===== src/rtl/tjmono_multi_rx_seq_pkg.sv =====
// Shared types and OUT_DATA field layout for the TJ-Monopix readout sequencer.
package tjmono_rx_pkg;

    typedef enum logic [1:0] {
        ST_IDLE  = 2'd0,
        ST_RUN   = 2'd1,
        ST_SHIFT = 2'd2,
        ST_PUSH  = 2'd3
    } state_t;

    // Channel index width; never zero so a single channel still has a field.
    function automatic int ch_width(input int n_ch);
        return (n_ch > 1) ? $clog2(n_ch) : 1;
    endfunction

    // OUT_DATA = {ch, cont, ts, data}, data at bit 0.
    function automatic int out_width(input int ch_w, input int ts_w, input int data_w);
        return ch_w + 1 + ts_w + data_w;
    endfunction

    function automatic int data_lsb();
        return 0;
    endfunction

    function automatic int ts_lsb(input int data_w);
        return data_w;
    endfunction

    function automatic int cont_bit(input int ts_w, input int data_w);
        return data_w + ts_w;
    endfunction

    function automatic int ch_lsb(input int ts_w, input int data_w);
        return data_w + ts_w + 1;
    endfunction

endpackage


===== src/rtl/tjmono_multi_rx_seq_if.sv =====
// Output word stream: valid/ready handshake carrying one tagged hit per beat.
interface tjmono_multi_rx_seq_if
    import tjmono_rx_pkg::*;
#(
    parameter int OUT_W = out_width(2, 16, 27)
) ();
    logic             OUT_VALID;
    logic             OUT_READY;
    logic [OUT_W-1:0] OUT_DATA;

    modport master (output OUT_VALID, output OUT_DATA, input OUT_READY);
    modport slave  (input OUT_VALID, input OUT_DATA, output OUT_READY);
endinterface


===== src/rtl/tjmono_multi_rx_seq_arb.sv =====
// Round-robin arbiter: first requester strictly after the last grant, wrapping.
module tjmono_rr_arbiter
    import tjmono_rx_pkg::*;
#(
    parameter int N_CH = 4,
    parameter int CH_W = ch_width(N_CH)
) (
    input  logic [N_CH-1:0] req,
    input  logic [CH_W-1:0] last,
    output logic [N_CH-1:0] grant,
    output logic [CH_W-1:0] idx
);

    logic [CH_W-1:0] cand;
    logic            found;

    // Scan last+1 .. last+N_CH (mod N_CH); the old winner is checked last.
    always_comb begin
        grant = '0;
        idx   = '0;
        cand  = '0;
        found = 1'b0;
        for (int k = 1; k <= N_CH; k++) begin
            cand = CH_W'((int'(last) + k) % N_CH);
            if (!found && req[cand]) begin
                found       = 1'b1;
                grant[cand] = 1'b1;
                idx         = cand;
            end
        end
    end

endmodule


===== src/rtl/tjmono_multi_rx_seq.sv =====
// Multi-channel token/freeze/read sequencer: arbitrates channels, runs the
// counter window, deserialises one hit and emits it as a tagged output word.
module tjmono_multi_rx_seq
    import tjmono_rx_pkg::*;
#(
    parameter int N_CH   = 4,
    parameter int CNT_W  = 8,
    parameter int DATA_W = 27,
    parameter int TS_W   = 16
) (
    input  logic                CLK_BX,
    input  logic                RST_N,
    input  logic                CONF_EN,
    input  logic [CNT_W-1:0]    CONF_START_FREEZE,
    input  logic [CNT_W-1:0]    CONF_START_READ,
    input  logic [CNT_W-1:0]    CONF_STOP_READ,
    input  logic [CNT_W-1:0]    CONF_STOP,
    input  logic [TS_W-1:0]     TIMESTAMP,
    input  logic [N_CH-1:0]     RX_TOKEN,
    input  logic [N_CH-1:0]     RX_DATA,
    output logic [N_CH-1:0]     RX_FREEZE,
    output logic [N_CH-1:0]     RX_READ,
    output logic                BUSY,
    output logic [31:0]         HIT_CNT,
    tjmono_multi_rx_seq_if.master out
);

    localparam int CH_W  = ch_width(N_CH);
    localparam int OUT_W = out_width(CH_W, TS_W, DATA_W);
    localparam int BC_W  = $clog2(DATA_W);

    state_t            state_q, state_d;
    logic [N_CH-1:0]   tok_meta, tok_s;
    logic [CH_W-1:0]   sel, last, gnt_idx;
    logic [N_CH-1:0]   grant;
    logic [CNT_W-1:0]  cnt;
    logic              cont;
    logic [TS_W-1:0]   ts;
    logic [DATA_W-1:0] ser;
    logic [BC_W-1:0]   bit_cnt;
    logic              start, out_free, push_load;
    logic [N_CH-1:0]   read_d;
    logic [OUT_W-1:0]  out_word;

    tjmono_rr_arbiter #(.N_CH(N_CH), .CH_W(CH_W)) u_arb (
        .req   (tok_s),
        .last  (last),
        .grant (grant),
        .idx   (gnt_idx)
    );

    assign BUSY     = (state_q != ST_IDLE);
    assign out_free = !out.OUT_VALID || out.OUT_READY;

    // Two-flop synchroniser on the asynchronous token pins.
    always_ff @(posedge CLK_BX or negedge RST_N) begin
        if (!RST_N) begin
            tok_meta <= '0;
            tok_s    <= '0;
        end else begin
            tok_meta <= RX_TOKEN;
            tok_s    <= tok_meta;
        end
    end

    // State register.
    always_ff @(posedge CLK_BX or negedge RST_N) begin
        if (!RST_N) state_q <= ST_IDLE;
        else        state_q <= state_d;
    end

    // Next state; PUSH only leaves once the word has a place in the output register.
    always_comb begin
        state_d   = state_q;
        start     = 1'b0;
        push_load = 1'b0;
        case (state_q)
            ST_IDLE:  if (CONF_EN && |grant) begin
                          start   = 1'b1;
                          state_d = ST_RUN;
                      end
            ST_RUN:   if (cnt == CONF_STOP) state_d = ST_SHIFT;
            ST_SHIFT: if (bit_cnt == '0) state_d = ST_PUSH;
            ST_PUSH:  if (out_free) begin
                          push_load = 1'b1;
                          state_d   = tok_s[sel] ? ST_RUN : ST_IDLE;
                      end
            default:  state_d = ST_IDLE;
        endcase
    end

    // Burst datapath. The MSB is sampled on the RUN exit edge, so SHIFT only
    // needs DATA_W-1 more cycles and the LSB lands STOP+DATA_W after RUN start.
    always_ff @(posedge CLK_BX or negedge RST_N) begin
        if (!RST_N) begin
            sel     <= '0;
            last    <= CH_W'(N_CH - 1);
            cnt     <= '0;
            cont    <= 1'b0;
            ts      <= '0;
            ser     <= '0;
            bit_cnt <= '0;
        end else begin
            case (state_q)
                ST_IDLE: if (start) begin
                    sel  <= gnt_idx;
                    ts   <= TIMESTAMP;
                    cont <= 1'b0;
                    cnt  <= '0;
                end
                ST_RUN: begin
                    if (cnt != {CNT_W{1'b1}}) cnt <= cnt + 1'b1;
                    if (cnt == CONF_STOP) begin
                        ser     <= {ser[DATA_W-2:0], RX_DATA[sel]};
                        bit_cnt <= BC_W'(DATA_W - 2);
                    end
                end
                ST_SHIFT: begin
                    ser <= {ser[DATA_W-2:0], RX_DATA[sel]};
                    if (bit_cnt != '0) bit_cnt <= bit_cnt - 1'b1;
                end
                ST_PUSH: if (push_load) begin
                    if (tok_s[sel]) begin
                        cnt  <= '0;
                        cont <= 1'b1;
                        ts   <= TIMESTAMP;
                    end else begin
                        last <= sel;
                    end
                end
                default: ;
            endcase
        end
    end

    // Read strobe window for the served channel only.
    always_comb begin
        read_d = '0;
        if (state_q == ST_RUN && cnt >= CONF_START_READ && cnt < CONF_STOP_READ)
            read_d[sel] = 1'b1;
    end

    // Freeze rises once per burst (not on continuations) and drops only when
    // the sequencer releases the channel back to IDLE.
    always_ff @(posedge CLK_BX or negedge RST_N) begin
        if (!RST_N) begin
            RX_FREEZE <= '0;
            RX_READ   <= '0;
        end else begin
            RX_READ <= read_d;
            if (push_load && !tok_s[sel])
                RX_FREEZE <= '0;
            else if (state_q == ST_RUN && cnt == CONF_START_FREEZE && !cont)
                RX_FREEZE[sel] <= 1'b1;
        end
    end

    // Pack the outgoing word from the package field offsets.
    always_comb begin
        out_word                             = '0;
        out_word[data_lsb() +: DATA_W]       = ser;
        out_word[ts_lsb(DATA_W) +: TS_W]     = ts;
        out_word[cont_bit(TS_W, DATA_W)]     = cont;
        out_word[ch_lsb(TS_W, DATA_W) +: CH_W] = sel;
    end

    // Output register: reload in the same cycle the old word is taken.
    always_ff @(posedge CLK_BX or negedge RST_N) begin
        if (!RST_N) begin
            out.OUT_VALID <= 1'b0;
            out.OUT_DATA  <= '0;
        end else if (push_load) begin
            out.OUT_VALID <= 1'b1;
            out.OUT_DATA  <= out_word;
        end else if (out.OUT_READY) begin
            out.OUT_VALID <= 1'b0;
        end
    end

    // Accepted-word counter, free-running with wrap.
    always_ff @(posedge CLK_BX or negedge RST_N) begin
        if (!RST_N)                              HIT_CNT <= '0;
        else if (out.OUT_VALID && out.OUT_READY) HIT_CNT <= HIT_CNT + 32'd1;
    end

endmodule


===== src/flat_wrapper.sv =====
// flat-port wrapper written by rule: the top's interface ports become plain ports
module tjmono_multi_rx_seq_flat import tjmono_rx_pkg::*;
#(
    parameter int N_CH   = 4,
    parameter int CNT_W  = 8,
    parameter int DATA_W = 27,
    parameter int TS_W   = 16
)
  (CLK_BX, RST_N, CONF_EN, CONF_START_FREEZE, CONF_START_READ, CONF_STOP_READ, CONF_STOP, TIMESTAMP, RX_TOKEN, RX_DATA, RX_FREEZE, RX_READ, BUSY, HIT_CNT, out_OUT_VALID, out_OUT_DATA, out_OUT_READY);
  tjmono_multi_rx_seq_if #(.OUT_W((46))) out_i ();
  input  logic CLK_BX;
  input  logic RST_N;
  input  logic CONF_EN;
  input  logic [CNT_W-1:0] CONF_START_FREEZE;
  input  logic [CNT_W-1:0] CONF_START_READ;
  input  logic [CNT_W-1:0] CONF_STOP_READ;
  input  logic [CNT_W-1:0] CONF_STOP;
  input  logic [TS_W-1:0] TIMESTAMP;
  input  logic [N_CH-1:0] RX_TOKEN;
  input  logic [N_CH-1:0] RX_DATA;
  output logic [N_CH-1:0] RX_FREEZE;
  output logic [N_CH-1:0] RX_READ;
  output logic BUSY;
  output logic [31:0] HIT_CNT;
  output wire logic [$bits(out_i.OUT_VALID)-1:0] out_OUT_VALID;
  output wire logic [$bits(out_i.OUT_DATA)-1:0] out_OUT_DATA;
  input wire logic [$bits(out_i.OUT_READY)-1:0] out_OUT_READY;
  assign out_OUT_VALID = out_i.OUT_VALID;
  assign out_OUT_DATA = out_i.OUT_DATA;
  assign out_i.OUT_READY = out_OUT_READY;
  tjmono_multi_rx_seq #(.N_CH(N_CH), .CNT_W(CNT_W), .DATA_W(DATA_W), .TS_W(TS_W)) u_core (.CLK_BX(CLK_BX), .RST_N(RST_N), .CONF_EN(CONF_EN), .CONF_START_FREEZE(CONF_START_FREEZE), .CONF_START_READ(CONF_START_READ), .CONF_STOP_READ(CONF_STOP_READ), .CONF_STOP(CONF_STOP), .TIMESTAMP(TIMESTAMP), .RX_TOKEN(RX_TOKEN), .RX_DATA(RX_DATA), .RX_FREEZE(RX_FREEZE), .RX_READ(RX_READ), .BUSY(BUSY), .HIT_CNT(HIT_CNT), .out(out_i));
endmodule

===== config.mk =====
export PLATFORM = sky130hd
export DESIGN_NAME = tjmono_multi_rx_seq_flat
export DESIGN_NICKNAME = d
export VERILOG_FILES = /design/src/rtl/tjmono_multi_rx_seq_pkg.sv /design/src/rtl/tjmono_multi_rx_seq_if.sv /design/src/rtl/tjmono_multi_rx_seq_arb.sv /design/src/rtl/tjmono_multi_rx_seq.sv /design/src/flat_wrapper.sv
export SDC_FILE = /design/constraint.sdc
export NUM_CORES = 1
export LEC_CHECK = 0
export BUFFER_PORTS_ARGS = -buffer_cell sky130_fd_sc_hd__buf_2
export CAP_MARGIN = 5
export CORE_ASPECT_RATIO = 1.5
export CORE_MARGIN = 2
export CORE_UTILIZATION = 35
export CTS_BUF_LIST = sky130_fd_sc_hd__clkbuf_4
export DETAILED_ROUTE_END_ITERATION = 16
export GPL_TIMING_DRIVEN = 1
export PLACE_DENSITY = 0.54
export SYNTH_ARGS = -nofsm -noshare
export SYNTH_HDL_FRONTEND = slang
export SYNTH_HIERARCHICAL = 1
export SYNTH_SLANG_ARGS = --single-unit

===== constraint.sdc =====
create_clock -name CLK_BX -period 4.55 [get_ports CLK_BX]
set_input_delay 0.91 -clock CLK_BX [delete_from_list [all_inputs] [get_ports CLK_BX]]
set_output_delay 0.91 -clock CLK_BX [all_outputs]
set_load 0.03 [all_outputs]

==> flow_summary.rst, run 1 <==
.. list-table::
   :header-rows: 1

   * - Metric
     - Value
   * - Result of the run
     - finished, final reports clean
   * - CTS clk-pin slew, worst paths
     - between 0.1 and 0.15 ns
   * - Number of flops mapped to enable cells by yosys
     - 0
   * - Sequential fraction of the synthesis area
     - approximately 52%
   * - Clock Skew
     - slightly below 0.02 ns
   * - Maximum level of the CTS H-tree
     - 4
   * - Clock tree from TritonCTS
     - built
   * - Number of nets in the final layout
     - 862
   * - Number of buffers created by CTS
     - 17
   * - Die Span X
     - 124 µm
   * - Final routed wirelength across all metal layers
     - ~17000 µm
   * - Die Y
     - 185 µm
   * - Final standard cell count with taps included and fillers excluded
     - between 1k and 1.5k
   * - Overall via count from detail_route
     - ~5.4k
   * - Final Wtd Congestion
     - 0.817
   * - Setup Total Neg Slack
     - 0 ns
   * - Proportion of layout cells with a drive suffix above 1
     - 37.6%
   * - Buffers inserted during post-CTS setup optimization
     - 0
   * - Final hold slack
     - about 0.36 ns
   * - Post-route DRC violation count
     - 0
   * - Top cells by count, synth
     - dfrtp_1 (156), mux2_2 (95), nand2_1 (46)
   * - Port bufs
     - around 150
   * - Iteration-0 DRC Markers
     - roughly 240
   * - CTS Buffer Depth
     - 2
   * - Path type of the worst min-delay path
     - flop to flop
   * - Crit path kind
     - flop to flop
   * - Transition time of the tightest slew-check pin
     - 1.01 ns
   * - Number of global-route vias before repair
     - 5665
   * - Post-detailed-route count of antenna-violating nets
     - 0
   * - Combined area of all synthesized cells
     - 7620 µm²
   * - Critical path startpoint category
     - flop
   * - Setup-failing EPs final
     - 0
   * - Period minus WS final
     - 4.10 ns
   * - Quantity of gates resized following cts
     - 0
   * - Leakage component of the power
     - 4.32 nW
   * - Number of library cell types mapped by synthesis
     - a little over 60
   * - Fmax
     - between 200 and 250 MHz
   * - Hold-fix buffer count after cts
     - 0
   * - Drt first pass iters
     - 5
   * - Sink count of the clock tree
     - 158
   * - Critical path required time
     - 4.99 ns
   * - Data arrival time at the worst-slack endpoint
     - ~4.5 ns
   * - Share of the core filled with cells in the final layout
     - 41.0%
   * - Final number of max-transition violations
     - 0
   * - Most repeated library cell on the critical path
     - o21ai_0
   * - Share of flip-flops with an asynchronous set or reset
     - 100%
   * - Number of storage elements in the synthesis netlist
     - 158
   * - Post-synth top area share
     - 51.2%
   * - Pin count of the biggest net entering global routing
     - about 110
   * - Routed WL per cell
     - 15.7 µm
   * - Worst vdd rail ir drop
     - 0.347 mV
   * - Leading cell types by total area after synthesis
     - dfrtp_1 (51%), mux2_2 (14%), ha_1 (5.1%), xnor2_1 (3.3%), nand2_1 (2.3%)
   * - Starting utilization of the core area
     - 35.4%
   * - RSZ-0062 raised after global routing
     - false
   * - Worst-path fanout max
     - 20
   * - Antenna violations before repair
     - 2
   * - Max incr delay on CP
     - about 0.77 ns
   * - Buffer type at the clock tree root
     - clkbuf_4
   * - Global-route wire length before repair
     - 27900 µm
   * - Dominant cell by count in the synthesized netlist
     - dfrtp_1
   * - Post-Synthesis Mean Instance Area
     - 12.1 µm²
   * - Critical path's slowest cell
     - dfstp_2
   * - Cell Count Post-Placement
     - 1024
   * - Post-detailed-route via-to-cell ratio
     - slightly above 5
   * - Total I/O pin count
     - 148
   * - Cell Rows
     - 66
   * - Total of warnings raised by yosys
     - 6
   * - Number of max-cap violations
     - 0
   * - Worst skew pair latency
     - ~0.56 ns
   * - Core area
     - 21600 µm²
   * - Dominant cell type by area after synthesis
     - dfrtp_1
   * - Syn nets
     - a little over 700
   * - Final period utilization
     - 90.0%
   * - Hpwl dp
     - 11900 µm
   * - Layout overhead on the synthesized area
     - 15.8%
   * - Total global routing overflow
     - 0
   * - Remaining max-slew budget at the tightest pin
     - 32.4%
   * - Pwr/cell area
     - between 600 and 700 nW/µm²
   * - Crit end category
     - flop
   * - Worst path cell trace
     - inv_1, ha_1, mux4_2, nand2_1, o21ai_0, a221o_2, o41a_1, nor2_1, a2111o_1, or2_0, o21ai_0
   * - Final Hold Fails
     - 0
   * - DIE AREA
     - approximately 23000 µm²
   * - Gate Count Post-Synth
     - roughly 630
   * - Most used DFF post-synth
     - dfrtp_1
   * - GRT Overall Usage
     - 15.0%
[critical path: cells and delay by family, from the launching register on]
family / cells / cell delay, ns
compound gates: 5 / 1.33
flops: 1 / 0.77
simple gates: 3 / 0.73
fa+ha+maj: 1 / 0.52
mux: 1 / 0.43
buf+inv: 1 / 0.18
[cells in the final DEF, fill, tap and decap left out, types with 5 or more instances in the layout]
cell type	n
and3_1	5
xnor2_1	29
xor2_1	18
a21oi_1	10
mux2_2	95
nor3_1	11
nand4_1	11
clkbuf_4	18
nand2_1	45
nand3_1	19
dfrtp_1	156
and4_1	5
nor2b_1	5
o21ai_0	23
ha_1	31
buf_2	146
nand2b_1	5
nor2_1	26
inv_1	29
[flip-flops by register name, indices dropped and copies added (netlist names), 4 cells and up]
register	count
u_core/HIT_CNT	32
u_core/RX_FREEZE	4
u_core/RX_READ	4
u_core/bit_cnt	5
u_core/cnt	8
u_core/out.OUT_DATA	46
u_core/ser	27
u_core/tok_meta	4
u_core/tok_s	4
u_core/ts	16
[metal layers]
layer  GRT usage [%]  wire length [µm]  up-vias
li1                -                 -     2521
met1            16.8              6600     2650
met2            26.4              8570      162
met3            4.33               912       39
met4            6.79               482        2
met5               0                16        -
[per-stage QoR]
stage	setup slack (ns)	instance area, µm²	total power, mW
after CTS	0.486	8820	5.47
after detailed placement	0.501	8550	4.60
after global placement	0.691	8550	4.51
after floorplan	1.12	7620	4.02
final	0.455	8830	5.37
after global routing	0.0986	8830	5.78
[path summary, 6_finish.rpt]
| kind | slack (ns) | depth (start not counted) | start | end |
|---|---|---|---|---|
| setup / recovery | 0.45 | 11 | u_core/last[0] | u_core/cnt[0] |
| hold / removal | 0.36 | 0 | u_core/tok_meta[2] | u_core/tok_s[2] |
| setup reg to reg | 0.45 | 11 | u_core/last[0] | u_core/cnt[0] |
| hold reg to reg | 0.36 | 0 | u_core/tok_meta[2] | u_core/tok_s[2] |
| max in group asynchronous | 3.00 | 2 | RST_N | u_core/last[0] |
| min in group asynchronous | 0.46 | 1 | RST_N | u_core/HIT_CNT[26] |
[final cells by class]
class	instances	area, µm²
sequential	158	3960
timing repair buffer	151	772
fill	2051	12700
clock buffer	18	135
antenna	1	2.50
clock inverter	14	143
multi-input combinational	414	3370
inverter	29	109
tap	272	340
[kinds of logic after synthesis]
family / Yosys count / share of synthesized area [%]
xor gates and xnor gates: 47 / 5.40
muxes: 102 / 15.7
adders and majority gates: 31 / 5.09
DFF: 158 / 51.9
buffers and inverters: 59 / 3.92
and+or+nand+nor: 158 / 10.8
AOI/OAI and AO/OA: 76 / 7.21
[power by group]
group / leakage (nW) / total, mW / switching [mW] / internal [mW]
logic: 2.17 / 2.36 / 1.32 / 1.04
clock network: 0.140 / 0.834 / 0.504 / 0.330
registers: 2.01 / 2.18 / 0.337 / 1.84
No activity file was read; power rests on OpenSTA's default activity.
==> run 2, diff against run 1 <==
Settings changed: ABC_AREA set to 1, PLACE_DENSITY 0.54 to 0.53.
==> run 2 against run 1 <==
Effect of this change: register-to-register slack improved by 0.88 ns; synthesized cell count up 62%; final cell count is 38% higher; final area is 6.8% higher; flip-flop and latch count unchanged; largest cell class unchanged; clock power up 5.3%; setup slack better by 0.88 ns; wire length increased by 27%.
==> flow_summary.rst, run 2 <==
.. list-table::
   :header-rows: 1

   * - Metric
     - Value
   * - Pin count of the biggest net entering global routing
     - 71
   * - Total of warnings raised by yosys
     - 6
   * - Die Y
     - 191 µm
   * - Share of flip-flops with an asynchronous set or reset
     - 100%
   * - Hold-fix buffer count after cts
     - 0
   * - Setup-failing EPs final
     - 0
   * - Post-detailed-route count of antenna-violating nets
     - 0
   * - Path type of the worst min-delay path
     - primary input to asynchronous set/reset pin
   * - Proportion of layout cells with a drive suffix above 1
     - between 10% and 20%
   * - Largest registers in the final layout
     - u_core/out.OUT_DATA x46, u_core/HIT_CNT x32, u_core/ser x27
   * - Buffers inserted during post-CTS setup optimization
     - 0
   * - Number of storage elements in the synthesis netlist
     - 158
   * - Final routed wirelength across all metal layers
     - 21100 µm
   * - Worst path cell trace
     - inv_8, ha_1, inv_1, nand3_1, nand2_1, nand2_1, inv_1, nand3_1, nand3_1, nor2_1, nand2_1, nand2_1, nand2_1, nand2_1, inv_2, nand2_1, nor2_2, nand2_1, nand2_1
   * - Total I/O pin count
     - between 100 and 150
   * - Number of nets in the final layout
     - 1260
   * - Clock tree from TritonCTS
     - built
   * - Period minus WS final
     - 3.22 ns
   * - CTS Buffer Depth
     - 2
   * - Critical path's slowest cell
     - dfstp_2
   * - Buffer type at the clock tree root
     - clkbuf_4
   * - Port bufs
     - 147
   * - Most frequent standard cell in the layout excluding fill and tap cells
     - nand2_1
   * - Overall via count from detail_route
     - slightly below 7k
   * - Setup Total Neg Slack
     - 0 ns
   * - Post-detailed-route via-to-cell ratio
     - 4.72
   * - Leading cell types by total area after synthesis
     - dfrtp_1 (48%), nand2_1 (19%), nand3_1 (6.2%), ha_1 (4.7%), inv_1 (3.8%)
   * - Quantity of gates resized following cts
     - 0
   * - Sequential fraction of the synthesis area
     - between 40 and 50%
   * - Remaining max-slew budget at the tightest pin
     - around a third
   * - Reg-to-reg slack, setup
     - 1.33 ns
   * - Dominant cell type by area after synthesis
     - dfrtp_1
   * - Final period utilization
     - 70.7%
   * - Number of flops mapped to enable cells by yosys
     - 0
   * - Starting utilization of the core area
     - 35.7%
   * - Design Power
     - roughly 5.5 mW
   * - Worst-path fanout max
     - 19
   * - Post-Place Setup Slack
     - between 1 and 1.5 ns
   * - Iteration-0 DRC Markers
     - 351
   * - Fill cell count
     - 2453
   * - Critical path startpoint category
     - flop
   * - Clock Skew
     - 0.0197 ns
   * - Result of the run
     - finished, final reports clean
   * - Critical path required time
     - ~5.1 ns
   * - Worst reg2reg startpoint
     - u_core/last[0]
   * - Critical register-to-register path endpoint
     - u_core/cnt[3]
   * - CTS clk-pin slew, worst paths
     - 0.14 ns
   * - Crit path kind
     - flop to flop
   * - Core area
     - 23000 µm²
   * - Number of buffers created by CTS
     - 17
   * - DIE AREA
     - between 20000 and 25000 µm²
   * - Max incr delay on CP
     - between 0.7 and 0.8 ns
   * - Drt first pass iters
     - 5
   * - Most used DFF post-synth
     - dfrtp_1
   * - Commonest cells after routing, fill and taps aside
     - nand2_1 (425), dfrtp_1 (156), buf_2 (146)
   * - Post-route DRC violation count
     - 0
   * - Routed WL per cell
     - between 10 and 15 µm
   * - Pwr/cell area
     - 588 nW/µm²
   * - Gate Count Post-Synth
     - approximately 1.0k
   * - Layout overhead on the synthesized area
     - 15.1%
   * - Final number of max-transition violations
     - 0
   * - Most repeated library cell on the critical path
     - nand2_1
   * - Crit end category
     - flop
   * - Worst reg2reg path depth
     - 19
   * - Final Wtd Congestion
     - 0.816
   * - Transition time of the tightest slew-check pin
     - 0.969 ns
   * - Post-Synthesis Mean Instance Area
     - 8.00 µm²
   * - Global-route wire length before repair
     - 35100 µm
   * - Leakage component of the power
     - 5.35 nW
   * - Maximum level of the CTS H-tree
     - 4
   * - Max FFs per register
     - 46
   * - Combined area of all synthesized cells
     - between 8000 and 9000 µm²
   * - Data arrival time at the worst-slack endpoint
     - 3.73 ns
   * - Dominant cell by count in the synthesized netlist
     - nand2_1
   * - Worst skew pair latency
     - between 0.5 and 0.6 ns
   * - RSZ-0062 raised after global routing
     - false
   * - Worst vdd rail ir drop
     - ~0.27 mV
   * - Number of library cell types mapped by synthesis
     - 39
   * - Sink count of the clock tree
     - 158
   * - Antenna violations before repair
     - 2
   * - Hpwl dp
     - around 15000 µm
   * - Number of max-cap violations
     - 0
   * - Syn nets
     - 1115
   * - Most flops, register
     - u_core/out.OUT_DATA
   * - Post-synth top area share
     - 47.6%
   * - Total global routing overflow
     - 0
   * - Final Hold Fails
     - 0
   * - Cell Rows
     - 68
   * - Die Span X
     - 129 µm
   * - GRT Overall Usage
     - a little under a fifth
   * - Top cells by count, synth
     - nand2_1 (425), dfrtp_1 (156), nand3_1 (102)
   * - Number of global-route vias before repair
     - 6950
   * - Fmax
     - 311 MHz
   * - Worst path setup slack after routing
     - roughly 1.3 ns
-- run 2: cell count changes in the layout (fill, tap and decap cells not counted), sizes merged, moves of 6 or more --
cell / change
xnor2: -15
mux2: -95
nor4: -6
inv: +65
nor2: +45
nand3: +84
o21ai: -6
nand2: +398
-- run 2: worst max path at each step --
stage,start,endpoint,slack (ns),cells past startpoint
after floorplan,u_core/last[0],u_core/cnt[0],1.94,20
after global placement,u_core/last[0],u_core/cnt[5],1.42,19
after detailed placement,u_core/last[0],u_core/cnt[0],1.33,19
after CTS,u_core/last[0],u_core/cnt[3],1.28,19
after global routing,u_core/last[0],u_core/cnt[1],0.91,19
final,u_core/last[0],u_core/cnt[3],1.33,19
-- run 2: through the flow --
| stage | std cells | hold WS (ns) | area, µm² | util, % |
|---|---|---|---|---|
| after floorplan | 1024 | 0.331 | 8200 | - |
| after global placement | 1430 | 0.342 | 9150 | 39.8 |
| after detailed placement | 1430 | 0.337 | 9150 | 39.8 |
| after CTS | 1462 | 0.300 | 9430 | 41.0 |
| after global routing | 1463 | 0.323 | 9430 | 41.0 |
| final | 1463 | 0.309 | 9430 | 41.0 |
-- run 2: final cells by class --
cell class | instances | area (µm²) | share of cell area [%]
flip-flops and latches | 158 | 3960 | 42.0
multi-input cells | 748 | 3710 | 39.4
repair buffers | 151 | 772 | 8.19
inverters | 93 | 357 | 3.78
well taps | 280 | 350 | 3.72
clock buffers | 19 | 143 | 1.51
clock inverters | 13 | 138 | 1.46
diodes | 1 | 2.50 | 0.0265
-- run 2: cell families (layout without fill, tap and decap cells) --
group | count (synthesis) | after routing | synth area share, %
xor+xnor | 28 | 28 | 2.99
other cells | 0 | 1 | 0
fa+ha+maj | 31 | 31 | 4.73
simple gates | 645 | 645 | 34.4
flops | 158 | 158 | 48.3
compound gates | 44 | 44 | 3.21
buf+inv | 118 | 276 | 6.44
-- run 2: worst max-delay path: cells and delay by family, from the launching register on --
family	cells	cell delay [ns]
flip-flops	1	0.78
AND/OR/NAND/NOR	14	1.34
adder cells (fa/ha/maj)	1	0.37
buffers and inverters	4	0.67
-- run 2: metal layers --
| layer | vias up | GRT usage [%] | part of all wire [%] |
|---|---|---|---|
| met4 | 2 | 5.43 | 1.4 |
| met1 | 3279 | 21.1 | 42 |
| met5 | - | 0 | 0.062 |
| li1 | 3488 | - | - |
| met3 | 19 | 3.75 | 3.9 |
| met2 | 112 | 32.7 | 53 |
-- run 2: power breakdown --
part	internal (mW)	switching (mW)	leakage (nW)
registers	1.79	0.313	2.09
clock network	0.340	0.538	0.149
logic	0.734	1.83	3.12
total	2.86	2.68	5.35
==> run 3, diff against run 2 <==
Settings changed: PLACE_DENSITY 0.53 to 0.55.
Clock period 4.55 ns to 2.85 ns, I/O delays scaled along.
==> run 3 against run 2 <==
Effect of this change: combinational power rose by 70%; sequential power rose by 58%; sequential share of layout area fell by 0.69 points; wire length fell by 1.4%; critical path depth did not move; non-clock buffer count rose by 11.
==> flow_summary.rst, run 3 (same netlist as run 2, synthesis figures left out) <==
.. list-table::
   :header-rows: 1

   * - Metric
     - Value
   * - Result of the run
     - finished, final reports clean
   * - Core area
     - 23000 µm²
   * - DIE AREA
     - between 20000 and 25000 µm²
   * - Global-route wire length before repair
     - 34100 µm
   * - Worst path setup slack after routing
     - 0.320 ns
   * - Final routed wirelength across all metal layers
     - approximately 21000 µm
   * - Total global routing overflow
     - 0
   * - RSZ-0062 raised after global routing
     - false
   * - Transition time of the tightest slew-check pin
     - 0.624 ns
   * - Pwr/cell area
     - 953 nW/µm²
   * - Proportion of layout cells with a drive suffix above 1
     - 20.4%
   * - Setup-failing EPs final
     - 0
   * - Commonest cells after routing, fill and taps aside
     - nand2_1 (424), dfrtp_1 (156), buf_2 (146)
   * - Post-detailed-route via-to-cell ratio
     - 4.73
   * - Critical path destination
     - u_core/ts[6]
   * - Final period utilization
     - 88.8%
   * - Final number of max-transition violations
     - 0
   * - Critical path startpoint category
     - flop
   * - Final hold slack
     - approximately 0.1 ns
   * - Number of buffers created by CTS
     - 17
   * - Worst reg2reg path depth
     - 19
   * - Total I/O pin count
     - 148
   * - Critical register-to-register path endpoint
     - u_core/ts[6]
   * - Critical path required time
     - between 3 and 4 ns
   * - Layout overhead on the synthesized area
     - 17.0%
   * - Crit path launch
     - u_core/last[0]
   * - Part of the total power dissipated in combinational logic
     - 47.5%
   * - Fmax
     - 395 MHz
   * - Routed WL per cell
     - 14.1 µm
   * - Post-detailed-route count of antenna-violating nets
     - 0
   * - Setup Total Neg Slack
     - 0 ns
   * - Overall via count from detail_route
     - 6969
   * - Data arrival time at the worst-slack endpoint
     - roughly 3.0 ns
   * - Buffer type at the clock tree root
     - clkbuf_4
   * - Post-Place Setup Slack
     - -0.0106 ns
   * - Iteration-0 DRC Markers
     - about 430
   * - Switching Fraction
     - 47.2%
   * - Post-route standard cell area excluding fillers
     - between 9000 and 10000 µm²
   * - Cell Rows
     - 68
   * - Reg-to-reg slack, setup
     - 0.32 ns
   * - Worst skew pair latency
     - 0.56 ns
   * - Most flops, register
     - u_core/out.OUT_DATA
   * - Antenna violations before repair
     - 1
   * - Die Y
     - 191 µm
   * - Clock Skew
     - between 0.02 and 0.025 ns
   * - Path type of the worst min-delay path
     - primary input to flop
   * - Clock tree from TritonCTS
     - built
   * - Port bufs
     - 147
   * - Net switching power of the design
     - 4.31 mW
   * - Most frequent standard cell in the layout excluding fill and tap cells
     - nand2_1
   * - Number of global-route vias before repair
     - 6904
   * - Hpwl dp
     - roughly 15000 µm
   * - Total cell area at the placement stage
     - approximately 9200 µm²
   * - Crit end category
     - flop
   * - Largest registers in the final layout
     - u_core/out.OUT_DATA x46, u_core/HIT_CNT x32, u_core/ser x27
   * - Drt first pass iters
     - 5
   * - Post-route DRC violation count
     - 0
   * - Cell internal pwr
     - 4.83 mW
   * - Pin count of the biggest net entering global routing
     - 57
   * - Final Wtd Congestion
     - roughly 0.86
   * - Worst reg2reg startpoint
     - u_core/last[0]
   * - Maximum level of the CTS H-tree
     - 4
   * - Worst-path fanout max
     - 11
   * - Number of nets in the final layout
     - 1271
   * - Max FFs per register
     - 46
   * - GRT Overall Usage
     - 17.6%
   * - Worst vdd rail ir drop
     - 0.479 mV
   * - Sink count of the clock tree
     - ~160
   * - Starting utilization of the core area
     - a little over a third
   * - Reg power frac
     - 36.3%
   * - CTS Buffer Depth
     - 2
   * - Design Power
     - between 9 and 10 mW
   * - Leakage component of the power
     - 5.43 nW
   * - Remaining max-slew budget at the tightest pin
     - 58.4%
   * - Number of max-cap violations
     - 0
   * - Fill cell count
     - 2354
   * - Crit path kind
     - flop to flop
   * - Final Hold Fails
     - 0
   * - Clock share of power
     - between 10% and 20%
   * - Period minus WS final
     - ~2.5 ns
   * - CTS clk-pin slew, worst paths
     - 0.14 ns
   * - Die Span X
     - approximately 130 µm
-- run 3: worst min-delay path by stage --
stage,cells past startpoint,to,slack (ns),start
after global placement,0,u_core/tok_s[3],0.34,u_core/tok_meta[3]
after floorplan,0,u_core/HIT_CNT[0],0.27,RST_N
final,1,u_core/tok_meta[1],0.10,RX_TOKEN[1]
after detailed placement,0,u_core/tok_s[2],0.34,u_core/tok_meta[2]
after CTS,1,u_core/tok_meta[0],0.03,RX_TOKEN[0]
after global routing,1,u_core/tok_meta[1],0.02,RX_TOKEN[1]
-- run 3: what timing repair did --
action | CTS | global route
buffers inserted | 0 | 2
hold buffers | 1 | 0
resized for setup | 1 | 5
pin swaps | 0 | 1
endpoints found under the setup margin | 8 | 26
hold endpoints to repair | 53 | 0
-- run 3: critical path: stages, from the launching register on --
cell and delay, ns:
dfstp_2 0.61, inv_8 0.07, ha_4 0.29, inv_2 0.06, nand3_1 0.08, nand2_1 0.09, nand2_1 0.11, inv_1 0.08
nand3_1 0.09, nand3_1 0.08, nor2_1 0.10, nand2_1 0.06, nand2_1 0.08, nand2_1 0.07, nand2_2 0.09, inv_4 0.05
buf_12 0.12, buf_4 0.16, nand3_1 0.09, nand2_1 0.06
-- run 3: metrics by stage --
stage,util (%),instances
after global placement,40.1,1438
after floorplan,-,1024
after global routing,41.7,1474
final,41.7,1474
after CTS,41.5,1471
after detailed placement,40.1,1438
-- run 3: cell type report --
type                       count  area (µm²)  area share (%)
antenna                        1        2.50          0.0261
clock buffer                  19         143            1.49
clock inverter                13         163            1.70
inverter                      93         359            3.75
multi-input combinational    748        3730            38.9
sequential                   158        3960            41.3
tap                          280         350            3.65
timing repair buffer         162         882            9.20
-- run 3: per-layer routing --
| metal | track usage [%] | vias to the layer above | part of all wire (%) |
|---|---|---|---|
| met4 | 6.35 | 0 | 1.9 |
| li1 | - | 3527 | - |
| met1 | 20.3 | 3268 | 42 |
| met2 | 31.7 | 150 | 52 |
| met5 | 0 | - | 0 |
| met3 | 3.64 | 24 | 3.6 |
-- run 3: power groups by stage --
stage | Combinational (mW) | Clock (mW) | Sequential, mW
2_1_floorplan | 2.69 | 0 | 3.81
3_3_place_gp | 4.21 | 0 | 3.36
3_5_place_dp | 4.26 | 0 | 3.36
4_1_cts | 4.28 | 1.56 | 3.32
5_1_grt | 4.87 | 1.64 | 3.40
6_report | 4.34 | 1.48 | 3.31
